==> src/rtl/stack_seq_if.sv <==
// Stack sequencer bus: CPU start/op handshake, register-file S controls and
// the stack-page memory cycle signals. master = CPU side, slave = sequencer.
interface stack_seq_if;
  logic        start;
  logic [2:0]  op;
  logic        rdy;
  logic [7:0]  S;
  logic [15:0] pc;
  logic [7:0]  p;
  logic [7:0]  din;
  logic [7:0]  db_in;
  logic [15:0] addr;
  logic [7:0]  dout;
  logic        we;
  logic        push;
  logic        pull;
  logic        busy;
  logic        done;
  logic [15:0] pc_out;
  logic [7:0]  p_out;
  logic        wrap;

  modport master (
    output start, op, rdy, S, pc, p, din, db_in,
    input  addr, dout, we, push, pull, busy, done, pc_out, p_out, wrap
  );

  modport slave (
    input  start, op, rdy, S, pc, p, din, db_in,
    output addr, dout, we, push, pull, busy, done, pc_out, p_out, wrap
  );
endinterface

==> src/rtl/stack_seq.sv <==
// Stack sequencer: turns one start per multi-byte stack operation (PHx/PLx,
// JSR, RTS, RTI, BRK/IRQ) into stack-page memory cycles plus push/pull
// strobes to the register file, and collects pulled bytes into pc_out/p_out.
// Optional: define STACK_WRAP_CHECK_EN to build the sticky S-wrap flag.
module stack_seq #(
  parameter logic [7:0] STACK_PAGE = 8'h01
) (
  input logic        clk,
  input logic        rst_n,
  stack_seq_if.slave bus
);

  localparam logic [3:0] StIdle = 4'd0;
  localparam logic [3:0] StPshH = 4'd1;
  localparam logic [3:0] StPshL = 4'd2;
  localparam logic [3:0] StPshP = 4'd3;
  localparam logic [3:0] StPshD = 4'd4;
  localparam logic [3:0] StPulP = 4'd5;
  localparam logic [3:0] StPulL = 4'd6;
  localparam logic [3:0] StPulH = 4'd7;
  localparam logic [3:0] StPulD = 4'd8;
  localparam logic [3:0] StFin  = 4'd9;

  localparam logic [2:0] OpPush1 = 3'd0;
  localparam logic [2:0] OpPull1 = 3'd1;
  localparam logic [2:0] OpJsr   = 3'd2;
  localparam logic [2:0] OpRts   = 3'd3;
  localparam logic [2:0] OpRti   = 3'd4;
  localparam logic [2:0] OpInt   = 3'd5;

  logic [3:0]  state_q, state_d;
  logic [2:0]  op_q;
  logic [15:0] pc_q;
  logic [7:0]  p_q;
  logic [7:0]  din_q;
  logic [15:0] pc_out_q;
  logic [7:0]  p_out_q;

  logic       accept;
  logic       in_push;
  logic       in_pull;
  logic [7:0] s_inc;

  assign accept  = (state_q == StIdle) && bus.start;
  assign in_push = (state_q == StPshH) || (state_q == StPshL) ||
                   (state_q == StPshP) || (state_q == StPshD);
  assign in_pull = (state_q == StPulP) || (state_q == StPulL) ||
                   (state_q == StPulH) || (state_q == StPulD);
  assign s_inc   = bus.S + 8'd1;

  // Next-state: dispatch on op from IDLE, advance only when rdy, FIN never stalls
  always_comb begin
    state_d = state_q;
    case (state_q)
      StIdle: begin
        if (bus.start) begin
          case (bus.op)
            OpPush1: state_d = StPshD;
            OpPull1: state_d = StPulD;
            OpJsr:   state_d = StPshH;
            OpRts:   state_d = StPulL;
            OpRti:   state_d = StPulP;
            OpInt:   state_d = StPshH;
            default: state_d = StFin;
          endcase
        end
      end
      StPshH: if (bus.rdy) state_d = StPshL;
      StPshL: if (bus.rdy) state_d = (op_q == OpInt) ? StPshP : StFin;
      StPshP: if (bus.rdy) state_d = StFin;
      StPshD: if (bus.rdy) state_d = StFin;
      StPulP: if (bus.rdy) state_d = StPulL;
      StPulL: if (bus.rdy) state_d = StPulH;
      StPulH: if (bus.rdy) state_d = StFin;
      StPulD: if (bus.rdy) state_d = StFin;
      StFin:  state_d = StIdle;
      default: state_d = StIdle;
    endcase
  end

  // State register
  always_ff @(posedge clk or negedge rst_n) begin
    if (!rst_n) begin
      state_q <= StIdle;
    end else begin
      state_q <= state_d;
    end
  end

  // Latch operands at start so later input changes cannot disturb the operation
  always_ff @(posedge clk or negedge rst_n) begin
    if (!rst_n) begin
      op_q  <= 3'd0;
      pc_q  <= 16'h0000;
      p_q   <= 8'h00;
      din_q <= 8'h00;
    end else if (accept) begin
      op_q  <= bus.op;
      pc_q  <= bus.pc;
      p_q   <= bus.p;
      din_q <= bus.din;
    end
  end

  // Capture pulled bytes on the advancing edge of each pull state
  always_ff @(posedge clk or negedge rst_n) begin
    if (!rst_n) begin
      pc_out_q <= 16'h0000;
      p_out_q  <= 8'h00;
    end else if (accept) begin
      pc_out_q <= 16'h0000;
      p_out_q  <= 8'h00;
    end else if (bus.rdy) begin
      case (state_q)
        StPulP:  p_out_q         <= bus.db_in;
        StPulL:  pc_out_q[7:0]   <= bus.db_in;
        StPulH:  pc_out_q[15:8]  <= bus.db_in;
        StPulD:  p_out_q         <= bus.db_in;
        default: ;
      endcase
    end
  end

  // Bus outputs decoded from state; strobes gated by rdy, addr/dout hold in a stall
  always_comb begin
    bus.addr = 16'h0000;
    bus.dout = 8'h00;
    if (in_push) begin
      bus.addr = {STACK_PAGE, bus.S};
    end else if (in_pull) begin
      bus.addr = {STACK_PAGE, s_inc};
    end
    case (state_q)
      StPshH:  bus.dout = pc_q[15:8];
      StPshL:  bus.dout = pc_q[7:0];
      StPshP:  bus.dout = p_q;
      StPshD:  bus.dout = din_q;
      default: bus.dout = 8'h00;
    endcase
  end

  assign bus.we     = in_push && bus.rdy;
  assign bus.push   = in_push && bus.rdy;
  assign bus.pull   = in_pull && bus.rdy;
  assign bus.busy   = (state_q != StIdle);
  assign bus.done   = (state_q == StFin);
  assign bus.pc_out = pc_out_q;
  assign bus.p_out  = p_out_q;

`ifdef STACK_WRAP_CHECK_EN
  logic wrap_q;

  // Sticky wrap: push strobe at S=00 or pull strobe at S=FF; cleared on start
  always_ff @(posedge clk or negedge rst_n) begin
    if (!rst_n) begin
      wrap_q <= 1'b0;
    end else if (accept) begin
      wrap_q <= 1'b0;
    end else if ((bus.push && (bus.S == 8'h00)) || (bus.pull && (bus.S == 8'hFF))) begin
      wrap_q <= 1'b1;
    end
  end

  assign bus.wrap = wrap_q;
`else
  assign bus.wrap = 1'b0;
`endif

endmodule
==> src/flat_wrapper.sv <==
// flat-port wrapper written by rule: the top's interface ports become plain ports
module stack_seq_flat 
#(
  parameter logic [7:0] STACK_PAGE = 8'h01
)
  (clk, rst_n, bus_start, bus_op, bus_rdy, bus_S, bus_pc, bus_p, bus_din, bus_db_in, bus_addr, bus_dout, bus_we, bus_push, bus_pull, bus_busy, bus_done, bus_pc_out, bus_p_out, bus_wrap);
  stack_seq_if bus_i ();
  input logic clk;
  input logic rst_n;
  input wire logic [$bits(bus_i.start)-1:0] bus_start;
  input wire logic [$bits(bus_i.op)-1:0] bus_op;
  input wire logic [$bits(bus_i.rdy)-1:0] bus_rdy;
  input wire logic [$bits(bus_i.S)-1:0] bus_S;
  input wire logic [$bits(bus_i.pc)-1:0] bus_pc;
  input wire logic [$bits(bus_i.p)-1:0] bus_p;
  input wire logic [$bits(bus_i.din)-1:0] bus_din;
  input wire logic [$bits(bus_i.db_in)-1:0] bus_db_in;
  output wire logic [$bits(bus_i.addr)-1:0] bus_addr;
  output wire logic [$bits(bus_i.dout)-1:0] bus_dout;
  output wire logic [$bits(bus_i.we)-1:0] bus_we;
  output wire logic [$bits(bus_i.push)-1:0] bus_push;
  output wire logic [$bits(bus_i.pull)-1:0] bus_pull;
  output wire logic [$bits(bus_i.busy)-1:0] bus_busy;
  output wire logic [$bits(bus_i.done)-1:0] bus_done;
  output wire logic [$bits(bus_i.pc_out)-1:0] bus_pc_out;
  output wire logic [$bits(bus_i.p_out)-1:0] bus_p_out;
  output wire logic [$bits(bus_i.wrap)-1:0] bus_wrap;
  assign bus_i.start = bus_start;
  assign bus_i.op = bus_op;
  assign bus_i.rdy = bus_rdy;
  assign bus_i.S = bus_S;
  assign bus_i.pc = bus_pc;
  assign bus_i.p = bus_p;
  assign bus_i.din = bus_din;
  assign bus_i.db_in = bus_db_in;
  assign bus_addr = bus_i.addr;
  assign bus_dout = bus_i.dout;
  assign bus_we = bus_i.we;
  assign bus_push = bus_i.push;
  assign bus_pull = bus_i.pull;
  assign bus_busy = bus_i.busy;
  assign bus_done = bus_i.done;
  assign bus_pc_out = bus_i.pc_out;
  assign bus_p_out = bus_i.p_out;
  assign bus_wrap = bus_i.wrap;
  stack_seq #(.STACK_PAGE(STACK_PAGE)) u_core (.clk(clk), .rst_n(rst_n), .bus(bus_i));
endmodule
==> config.mk <==
export PLATFORM = sky130hd
export DESIGN_NAME = stack_seq_flat
export DESIGN_NICKNAME = d
export VERILOG_FILES = /design/src/rtl/stack_seq_if.sv /design/src/rtl/stack_seq.sv /design/src/flat_wrapper.sv
export SDC_FILE = /design/constraint.sdc
export NUM_CORES = 1
export LEC_CHECK = 0
export BUFFER_PORTS_ARGS = -buffer_cell sky130_fd_sc_hd__buf_2
export CAP_MARGIN = 20
export CELL_PAD_IN_SITES_DETAIL_PLACEMENT = 1
export CELL_PAD_IN_SITES_GLOBAL_PLACEMENT = 1
export CORE_ASPECT_RATIO = 1.4
export CORE_MARGIN = 5
export CORE_UTILIZATION = 37
export CTS_CLUSTER_SIZE = 24
export DETAILED_ROUTE_END_ITERATION = 8
export HOLD_SLACK_MARGIN = 0.12
export PLACE_DENSITY_LB_ADDON = 0.25
export SLEW_MARGIN = 20
export SYNTH_ARGS = -nofsm -noshare
export SYNTH_HDL_FRONTEND = slang
export SYNTH_SLANG_ARGS = --single-unit
==> constraint.sdc <==
create_clock -name clk -period 2.2 [get_ports clk]
set_input_delay 0.22 -clock clk [delete_from_list [all_inputs] [get_ports clk]]
set_output_delay 0.22 -clock clk [all_outputs]
set_load 0.005 [all_outputs]
; Word-level counts from Yosys, hierarchy flattened
; Index checks and enable logic that the tools add are counted.
; Widths: inputs -> output; s select.
[word_totals]
reg_bits = 63
out_inout_bits = 54
wordCells = 72
[op_classes]
addsub = 1
eq_ne = 21
muxes = 19
n_reduce_logical = 23
[ops]
columns = cell, count
row1 = $mux 16, 3
row2 = $mux 8, 5
row3 = $pmux 8 s4, 1
row4 = $mux 4, 7
row5 = $pmux 4 s6, 1
row6 = $pmux 4 s5, 1
row7 = $eq 4x3->1 const B, 4
row8 = $ne 2x2->1 const B, 5
row9 = $eq 3x3->1 const B, 3
row10 = $mux 9, 1
row11 = $add 8x1->8 const B, 1
row12 = $eq 4x2->1 const B, 2
row13 = $eq 4x4->1 const B, 2
row14 = $reduce_bool 2->1, 4
row15 = $eq 3x2->1 const B, 2
row16 = $logic_or 1x1->1, 6
row17 = $reduce_and 2->1, 3
row18 = $reduce_and 6->1, 1
row19 = $eq 4x1->1 const B, 1
row20 = $logic_not 4->1, 1
row21 = $reduce_bool 4->1, 1
row22 = $reduce_or 2->1, 2
row23 = $reduce_or 4->1, 1
row24 = $eq 3x1->1 const B, 1
row25 = 3 further kinds, 5

; Longest topological paths before layout
[logic_depth]
word_depth = 6
mapped_depth = 7
ltp_nobuf = 5

; Worst setup path before layout
; OpenSTA, ideal clock, no wires.
[synth_path]
path_type = register to output
startpoint = reg u_core.state_q[0]
endpoint = out bus_addr[3]
arrival_ns = 1.457
setup_slack_ns = 0.523
stages_incl_launch_ff = 5
n_path_buf = 0
path_cell_list = dfrtp_1 -> nor3_4 -> xor2_1 -> or4_1 -> nand2_1
[synth_via]
elab_chain_cells = 6
[synth_lines]
columns = item, line_no
row1 = "start, declared", stack_seq.sv:31  ; logic [3:0] state_q, state_d;
row2 = "start signal, assigned", stack_seq.sv:84  ; state_q <= StIdle;
row3 = "start signal, assigned", stack_seq.sv:86  ; state_q <= state_d;
row4 = $eq 4x3->1, stack_seq.sv:47  ; assign in_pull = (state_q == StPulP) || (state_q == StPulL) ||
row5 = $logic_or 1x1->1 (2 in series), stack_seq.sv:47
row6 = $logic_or 1x1->1, stack_seq.sv:48  ; (state_q == StPulH) || (state_q == StPulD);
row7 = $mux 9, stack_seq.sv:130  ; end else if (in_pull) begin
row8 = $mux 16 (*), stack_seq.sv:128  ; if (in_push) begin
row9 = "end, declared", flat_wrapper.sv:18  ; output wire logic [$bits(bus_i.addr)-1:0] bus_addr;
; Every way passes the cells marked *; elsewhere a longest branch is shown, timed or not.

; Final worst setup path
[layout_path]
startpoint = reg u_core.state_q[1]
endpoint = out bus_addr[3]
; Same word-level chain as after synthesis.

==> impl_summary.md <==
Timing
Setup repair after global routing could not meet its margin everywhere. Of the available clock period, the critical path in the final layout requires 96.2%. The smallest clock period supported by the final layout is computed as 2.12 ns.

The final worst clock skew is 0.00558 ns. For this run, the top clock speed supported by timing is 0.473 GHz. The number of slew-limit violations in the final report is 0. The setup violation total in the final timing report is 0.

The final hold violation count is 0.

Final layout
The number of diodes added for antenna fixing is 0. Fill cells in the final layout number 1074. Summing all flip-flop and latch instances after layout gives 1580 um2. In the layout the commonest cells are sky130_fd_sc_hd__nand2_1, sky130_fd_sc_hd__buf_2, sky130_fd_sc_hd__dfrtp_1. The non-filler instance count after layout is 627. The library cell used most frequently in the layout, excluding fill and tap cells, is sky130_fd_sc_hd__nand2_1. In the final layout, the share of cells above drive strength 1 is 27.9%.

The multi-input combinational cells in the finished layout cover a total of 1640 um2. The signed area change from the synthesized netlist to the final layout is 37.6%. The core occupancy in the finished layout is 51.8%. The post-route cell area is 4650 um2. The net total in the final layout is 573.

Logic synthesis
The combinational family with the most area after synthesis is simple AND/OR/NAND/NOR gates. The dominant synthesized flop cell is sky130_fd_sc_hd__dfrtp_1. The area fraction in and, or, nand and nor cells after synthesis is 24.7%. The synthesized instance count is 382. The post-synthesis register bit count is 63. The async set or reset register ratio after synthesis is 100%. In this run, synthesis inferred 0 flip-flops with an integrated enable. In the synthesized netlist, mux cells make up 8.08% of the area. The xor-xnor portion of the synthesized cell area is 1.82%. The synthesized netlist devotes 11.9% of its cell area to compound gates. Of the total synthesized cell area, the portion taken by full adders, half adders and majority gates is 0.371%. Sequential cells were found to cover 46.7% of the synthesized design area. The synthesized netlist occupies a cell area of 3380 um2. A synthesized cell averages 8.84 um2. For this run, the number of Yosys warnings is 0. The count of distinct cell types in the synthesized netlist is 55.

Critical path
The library cell contributing the largest single delay on the critical path is sky130_fd_sc_hd__or4_1. Walking the worst path, the cells encountered are nor3_4 -> xor2_1 -> or4_1 -> nand2_1 -> buf_2. The required arrival time at the worst endpoint is 1.98 ns. The critical path capture point type is a primary output.

Of all nets on the critical path, the largest fanout is 7. The data arrival time at the worst-slack endpoint is 1.90 ns. The highest cell delay on the worst timing path is 0.49 ns.

STA classifies the critical path startpoint as a flip-flop. The worst setup path is of the reg -> out kind.

Placement
The number of placed instances, taps included is 576. Buffers placed on the I/O ports in this run total 100. The standard cell area after detailed placement is 3990 um2. The final HPWL from detailed placement is 7.31 mm. Routability-driven placement finished with a final weighted congestion of 0.852.

Worst hold path
The min-delay analysis places its worst path in the category in -> reg.

Global route
The total routing resource utilization after global routing is 19.4%. Entering global routing, the biggest net connects 64 pins. The number of antenna violations at the first check in global routing is 0. The remaining global-route overflow is 0. The via count of the first global-routing pass is 3457. The first global-routing pass estimated 17.2 mm of wire. The routing usage on met3 is 3.65%. The global routing met1 resource utilization is 22.4%. The routing layer with the top usage in global route is met2. Global routing consumed, on the met2 layer, 35.1% of the routing resources.

Pwr
The cell leakage power is 0.00235 uW. The worst-case vdd ir drop is 0.000590 V. After layout, the design draws a total of 6070 uW. The total power per unit cell area is 1300 nW/um2.

Floorplanning
The initial utilization of the core area, before any placement, comes to 37.6%. The top-level port count is 109. The die extent in y is 123 um. The die covers 11200 um2.

From left edge to right edge, the die measures 90.7 um. After floorplanning, the core was divided into 41 placement rows. The core area is 8980 um2.

Status
The flow ran to the end, and the final reports show no timing, DRC or antenna violations.

Clock tree
CTS built an H-tree with a depth of 3. The number of clock buffers added by TritonCTS is 9. The clock tree from TritonCTS is built. After clock tree synthesis, the clock-pin slew on the worst setup and hold paths is 0.05 ns. In this run the deepest clock path goes through 2 buffers. The root buffer cell chosen for the clock tree is sky130_fd_sc_hd__clkbuf_16. At the later pin of the worst-skew pair, clock insertion delay measures 0.33 ns. The TritonCTS sink count is 63.

Detailed routing
In the final routed layout, each cell accounts on average for 16.7 um. The count of vias placed by the detailed router is 3184. The count of nets left with antenna violations once routing finished came out at 0.

The routed design has 10.5 mm of wire. In the routed layout, each cell is associated on average with a via count of 5.08. The detailed router's first-iteration violation count is 167.

For this run, design rule violations remaining after detail routing come to 0. Before antenna repair, the detailed router went through 4 iterations.

Flow run
The reported max-cap violation count is 0.
-- layout make-up --
class | count | area share (%)
Clock buffer | 13 | 5.38
Multi-Input combinational cell | 285 | 35.3
Tap cell | 107 | 2.88
Sequential cell | 63 | 34.0
Timing Repair Buffer | 146 | 20.8
Clock inverter | 1 | 0.646
Inverter | 12 | 0.969
-- registers in the layout, indices dropped and copies added (netlist names) --
signal and cells:
u_core.pc_q 16, u_core.state_q 4, u_core.op_q 3, u_core.p_q 8
u_core.bus.pc_out 16, u_core.bus.p_out 8, u_core.din_q 8
-- layer usage --
layer / share of wire (%) / up-vias
li1: - / 1536
met1: 40 / 1535
met2: 53 / 94
met3: 4.7 / 19
met4: 2.3 / 0
met5: 0 / -
-- per-stage QoR --
step / setup TNS (ns) / hold slack (ns) / setup WS [ns]
after floorplan: 0 / -0.0756 / 0.523
after CTS: 0 / 0.125 / 0.0411
after global placement: 0 / 0.256 / 0.247
final: 0 / 0.119 / 0.0842
after detailed placement: 0 / 0.261 / 0.182
after global routing: -0.0228 / 0.140 / -0.0228
-- cell usage after synthesis (2+ instances only) --
library cell	count	area [um2]
sky130_fd_sc_hd__a21oi_1	5	25.0
sky130_fd_sc_hd__a22oi_1	15	113
sky130_fd_sc_hd__a311oi_1	2	17.5
sky130_fd_sc_hd__a31oi_1	2	12.5
sky130_fd_sc_hd__and3_1	3	18.8
sky130_fd_sc_hd__buf_2	12	60.1
sky130_fd_sc_hd__buf_4	10	75.1
sky130_fd_sc_hd__clkbuf_1	6	22.5
sky130_fd_sc_hd__dfrtp_1	63	1580
sky130_fd_sc_hd__inv_1	11	41.3
sky130_fd_sc_hd__mux2i_1	25	250
sky130_fd_sc_hd__nand2_1	119	447
sky130_fd_sc_hd__nand2b_1	7	43.8
sky130_fd_sc_hd__nand3_1	7	35.0
sky130_fd_sc_hd__nand3b_1	2	15.0
sky130_fd_sc_hd__nor2_1	23	86.3
sky130_fd_sc_hd__nor2_4	3	33.8
sky130_fd_sc_hd__nor3_1	4	20.0
sky130_fd_sc_hd__nor3_2	2	20.0
sky130_fd_sc_hd__nor4b_1	2	17.5
sky130_fd_sc_hd__o211ai_1	2	15.0
sky130_fd_sc_hd__o21a_1	2	15.0
sky130_fd_sc_hd__o21ai_0	3	15.0
sky130_fd_sc_hd__o21ai_1	13	65.1
sky130_fd_sc_hd__o22ai_1	2	12.5
sky130_fd_sc_hd__or3_1	3	18.8
sky130_fd_sc_hd__xnor2_1	2	17.5
sky130_fd_sc_hd__xor2_1	5	43.8
-- critical path, delay by kind of cell, from the launching register on --
kind                   cells  cell delay (ns)
flip-flops                 1             0.46
AND/OR/NAND/NOR            3             0.86
XOR/XNOR                   1             0.17
buffers and inverters      1             0.10
-- where the power goes --
part           internal, uW  switching [uW]
Combinational          1190            1500
Sequential             1660             354
Clock                   895             465
Total                  3750            2320
-- what timing repair did --
action / 4_1_cts / 5_1_grt
buffers inserted: 2 / 6
hold buffers: 29 / 0
hold endpoints to repair: 91 / 0
gates cloned: 0 / 0
pin swaps: 1 / 1
resized for setup: 4 / 3
endpoints found under the setup margin: 12 / 9
-- worst paths after layout --
kind	startpoint	end	slack [ns]	cells after the start
worst max-delay path	u_core.state_q[1]$_DFFE_PN0P_	bus_addr[3]	0.08	5
worst min-delay path	bus_din[4]	u_core.din_q[4]$_DFFE_PN0P_	0.12	3
worst max register to register	u_core.state_q[2]$_DFFE_PN0P_	u_core.bus.p_out[5]$_DFFE_PN0P_	0.34	5
worst min register to register	u_core.din_q[7]$_DFFE_PN0P_	u_core.din_q[7]$_DFFE_PN0P_	0.48	2
max in group asynchronous	rst_n	u_core.state_q[2]$_DFFE_PN0P_	1.47	3
min in group asynchronous	rst_n	u_core.bus.p_out[1]$_DFFE_PN0P_	0.44	3
-- logic make-up (layout without fill, tap and decap cells) --
| group | count (synthesis) | count (layout) |
|---|---|---|
| other | 1 | 8 |
| buffers and inverters | 41 | 172 |
| XOR/XNOR | 7 | 7 |
| AO/OA/AOI/OAI | 57 | 57 |
| adder cells (fa/ha/maj) | 1 | 1 |
| flip-flops | 63 | 63 |
| AND/OR/NAND/NOR | 185 | 185 |
| multiplexers | 27 | 27 |
Note: power is estimated with default switching activity, not from simulation.
